<file path="src/rtl/pc_adder.sv">
// Next-sequential-PC generator for the fetch stage.
// The combinational PC+INCR path feeds the next-PC mux directly. A registered
// copy of the sum and its status flags is kept for pipeline and debug logic.
module pc_adder #(
  parameter int unsigned WIDTH = 32,
  parameter int unsigned INCR  = 4
) (
  input  logic             clk,
  input  logic             rst_n,
  input  logic [WIDTH-1:0] pc,
  output logic [WIDTH-1:0] pcAddr,
  output logic [WIDTH-1:0] pcAddr_q,
  output logic             wrap,
  output logic             wrap_q,
  output logic             misaligned,
  output logic             misaligned_q,
  output logic             valid_q
);

  // The increment is widened by one bit so that the sum exposes the carry-out
  // as its top bit. Wrap is the carry-out of the WIDTH-bit add.
  localparam logic [WIDTH:0] INCR_W = (WIDTH+1)'(INCR);

  // Everything captured per edge is kept in one struct so that the reset
  // value and the load path stay in step.
  typedef struct packed {
    logic [WIDTH-1:0] addr;
    logic             wrap;
    logic             mis;
    logic             vld;
  } pc_stat_t;

  logic [WIDTH:0] sum;
  pc_stat_t       stat_d, stat_q;

  // Combinational increment. It does not depend on clk or rst_n, so the
  // next-PC mux gets a correct value even before the first clock edge.
  // Low bits pass straight through the add, and no alignment is forced.
  always_comb begin
    sum        = {1'b0, pc} + INCR_W;
    pcAddr     = sum[WIDTH-1:0];
    wrap       = sum[WIDTH];
    misaligned = |pc[1:0];
  end

  // Next-state for the output register. valid is tied high, so it rises on
  // the first edge after reset release and stays high until the next reset.
  always_comb begin
    stat_d      = '0;
    stat_d.addr = pcAddr;
    stat_d.wrap = wrap;
    stat_d.mis  = misaligned;
    stat_d.vld  = 1'b1;
  end

  // Output register. An asynchronous clear means that a reset asserted
  // mid-cycle clears the outputs without waiting for clk.
  always_ff @(posedge clk or negedge rst_n) begin
    if (!rst_n) stat_q <= '0;
    else        stat_q <= stat_d;
  end

  assign pcAddr_q     = stat_q.addr;
  assign wrap_q       = stat_q.wrap;
  assign misaligned_q = stat_q.mis;
  assign valid_q      = stat_q.vld;

endmodule

</file>
<file path="config.mk">
export PLATFORM = sky130hd
export DESIGN_NAME = pc_adder
export DESIGN_NICKNAME = d
export VERILOG_FILES = /design/src/rtl/pc_adder.sv
export SDC_FILE = /design/constraint.sdc
export NUM_CORES = 1
export LEC_CHECK = 0
export CAP_MARGIN = 10
export CELL_PAD_IN_SITES_DETAIL_PLACEMENT = 1
export CELL_PAD_IN_SITES_GLOBAL_PLACEMENT = 1
export CORE_ASPECT_RATIO = 1.25
export CORE_UTILIZATION = 25
export DETAILED_ROUTE_END_ITERATION = 8
export PLACE_DENSITY = 0.85
export SETUP_SLACK_MARGIN = 0.02
export SYNTH_ARGS = -nofsm -noshare
export SYNTH_HDL_FRONTEND = slang
export SYNTH_SLANG_ARGS = --single-unit
</file>
<file path="constraint.sdc">
create_clock -name clk -period 1.98 [get_ports clk]
set_input_delay 0.396 -clock clk [delete_from_list [all_inputs] [get_ports clk]]
set_output_delay 0.396 -clock clk [all_outputs]
set_load 0.005 [all_outputs]
</file>
==> impl_metrics.json <==
{
  "die_x_um": 71.29,
  "synth_nets": 159,
  "vias": 1807,
  "end_kind": "output port",
  "post-place-ws_ns": -1.099,
  "pwr-share-comb_pct": 28.2,
  "p_sw_share_pct": 26.31,
  "setup_violations": 10,
  "track_usage_pct": 22.47,
  "finalNonFillerCells": 395,
  "crit_arrival_ns": 1.70,
  "synth_top_family_by_area": "simple AND/OR/NAND/NOR gates",
  "slowest_delay_ns": 0.27,
  "die_area_sq_um": 6317,
  "slew_headroom_pct": 45.95,
  "start_util_pct": 25.96,
  "p_clk_share_pct": 29.4,
  "synthDistinctLibCells": 21,
  "antenna_left": 0,
  "post-route-min-period_ns": 2.100,
  "cp.required_ns": 1.58,
  "p_sw_w": 0.0004763,
  "synth_compound_area_share_pct": 0,
  "ir_drop_uv": 255.7,
  "maxSlewViolCount": 0,
  "cp_cell_sequence": "buf_6 > nand4_1 > buf_4 > nor4_4 > buf_6 > buf_6 > nand2_8 > xnor2_4 > buf_2",
  "hold_class": "in2async",
  "total_leakage_power_nw": 1.820,
  "synth_simple_gate_area_share_pct": 22.44,
  "n_antenna_cell": 0,
  "cts_tree": "done",
  "syn_inst": 124,
  "violations": "DRC, setup timing",
  "via_per_inst": 4.575,
  "synth-xor-area-share_pct": 16.35,
  "finalWeightedCongestion": 0.7910,
  "synth_fa_ha_area_share_pct": 0.8340,
  "clk_pin_slew_ns": 0.07,
  "place_inst": 339,
  "crit_slowest_cell": "nor4_4",
  "port_buffers": 102,
  "syn2layout_area_growth_pct": 152.0,
  "max_cap_viol_count": 0,
  "synth-seq-area-share_pct": 58.38,
  "cts_max_path_buffers": 2,
  "powerDensity_nw_per_um2": 478.8,
  "ys.warnings.count": 0,
  "p_int_w": 0.001334,
  "grt_max_degree": 36,
  "path_common_cell": "buf_6",
  "first_iter_violations": 59,
  "cts_sinks": 35,
  "path_class": "in2out",
  "period_share_pct": 106.1,
  "dr.pass1.iters": 6,
  "cp.buffers_inverters": 5,
  "drt-total-wl_um": 7622,
  "avgSynthCellArea_sq_um": 12.10,
  "timing.final.ws_setup_ns": -0.1204,
  "coreArea_sq_um": 5779,
  "synth-seq-cells": 35,
  "synth_mux_area_share_pct": 0,
  "rsz0062_at_grt": "yes",
  "grt_first_pass_wirelength_um": 10250,
  "fmax_ghz": 0.4761,
  "final_hold_viol_count": 0,
  "wire_per_inst_um": 19.30,
  "worstMarginPinSlew_ns": 0.8107,
  "hold_buffers": 0,
  "seqPwrFrac_pct": 42.3,
  "crit_start": "pc[15]",
  "dieHeight_um": 88.61,
  "overflow": 0,
  "drc": 7,
  "cts_root_buf": "clkbuf_8",
  "cts_buffers": 5,
  "drive_above_1_share_pct": 63.22,
  "critPathTopFamily": "buffers and inverters",
  "holdWs_ns": 0.1951,
  "crit_fanout": 5,
  "grt_pass1_vias": 2020,
  "start_kind": "input pin",
  "fin_nets": 364,
  "status": "finished with violations",
  "ios": 103,
  "synth_area_sq_um": 1500,
  "dp_hpwl_um": 4229,
  "antenna_found_initial": 0,
  "std_cell_rows": 31,
  "ctsHtreeMaxLevel": 2
}
[cell type report]
type	count	area [sq um]
inverter	3	11.26
timing repair buffer	200	1692
multi-input combinational	84	1032
clock buffer	6	82.58
clock inverter	1	5.005
sequential	35	875.8
tap	66	82.58
fill	582	1998
[routing by layer]
layer / vias up / part of all wire (%) / GRT usage, %
li1: 825 / - / -
met1: 898 / 33 / 18.81
met2: 67 / 61 / 48.40
met3: 17 / 3.6 / 3.417
met4: 0 / 3.3 / 12.91
met5: - / 0 / 0
[placed cells by master, fill, tap and decap left out, types with 2 or more instances in the layout]
cell / netlist / final
and3_1: 6 / 3
and3_4: 0 / 3
buf_2: 0 / 24
buf_4: 2 / 90
buf_6: 0 / 23
buf_8: 0 / 4
clkbuf_2: 0 / 3
clkbuf_8: 0 / 6
clkdlybuf4s15_1: 0 / 2
clkdlybuf4s50_1: 0 / 44
dfrtp_1: 35 / 35
dlygate4sd2_1: 0 / 7
inv_1: 3 / 3
nand2_1: 10 / 3
nand2_2: 0 / 2
nand2_4: 0 / 3
nand2_8: 0 / 2
nand3_1: 10 / 2
nand3_2: 1 / 6
nand3_4: 0 / 3
nand4_1: 8 / 8
nand4_4: 0 / 2
nor2_1: 8 / 3
nor2_4: 0 / 5
nor3_4: 1 / 2
nor4_4: 2 / 3
xnor2_1: 20 / 4
xnor2_2: 0 / 13
xnor2_4: 0 / 3
xor2_1: 8 / 4
xor2_2: 0 / 3
[what timing repair did]
| item | CTS | global route |
|---|---|---|
| setup buffers | 41 | 10 |
| setup endpoints to repair | 31 | 26 |
| gates resized for setup | 258 | 54 |
| pin swaps | 48 | 28 |
[power by group through the flow]
stage | clock, W | sequential (W) | combinational (W)
after floorplan | 0 | 0.000784 | 0.0000643
after global placement | 0 | 0.000776 | 0.000397
after detailed placement | 0 | 0.000779 | 0.000408
after CTS | 0.000546 | 0.000765 | 0.000445
after global routing | 0.000578 | 0.000768 | 0.000540
final | 0.000533 | 0.000766 | 0.000511
[metrics by stage]
step | utilization (%) | total power, W | TNS [ns] | instance area, sq um
floorplan | - | 0.0008480 | 0 | 1500
global placement | 51.07 | 0.001173 | -24.48 | 2952
detailed placement | 51.07 | 0.001187 | -27.02 | 2952
CTS | 60.08 | 0.001755 | -0.3229 | 3472
global route | 65.43 | 0.001886 | -1.575 | 3781
finish | 65.43 | 0.001810 | -0.5634 | 3781
[sequential cells by signal, indices dropped and copies added, names as in the netlist]
register / count
valid_q: 1
wrap_q: 1
misaligned_q: 1
pcAddr_q: 32
[logic make-up (layout without fill, tap and decap cells)]
group,Yosys count,after routing
fa+ha+maj,1,1
buf+inv,5,210
xor+xnor,28,28
simple gates,54,54
other cells,1,1
flops,35,35
[synthesized netlist by cell type, drive strengths merged]
cell | number | area, sq um
or2 | 1 | 6.260
and4 | 1 | 8.760
xor2 | 8 | 70.07
and2 | 1 | 6.260
dfrtp | 35 | 875.8
xnor2 | 20 | 175.2
nor2 | 8 | 30.03
nand4 | 10 | 75.07
inv | 3 | 11.26
nand2 | 10 | 37.54
nor3 | 3 | 26.28
nand3 | 11 | 60.06
and3 | 6 | 37.54
buf | 2 | 15.01
ha | 1 | 12.51
nor4 | 3 | 48.80
conb | 1 | 3.750
[final timing paths]
| check | endpoint | slack (ns) | depth (start not counted) |
|---|---|---|---|
| max in group asynchronous | pcAddr_q[23]$_DFF_PN0_ | 1.27 | 1 |
| min in group clk | pcAddr_q[2]$_DFF_PN0_ | 0.40 | 3 |
| hold / removal | valid_q$_DFF_PN0_ | 0.20 | 1 |
| setup / recovery | pcAddr[24] | -0.12 | 9 |
Power figures use the tool's default switching activity.
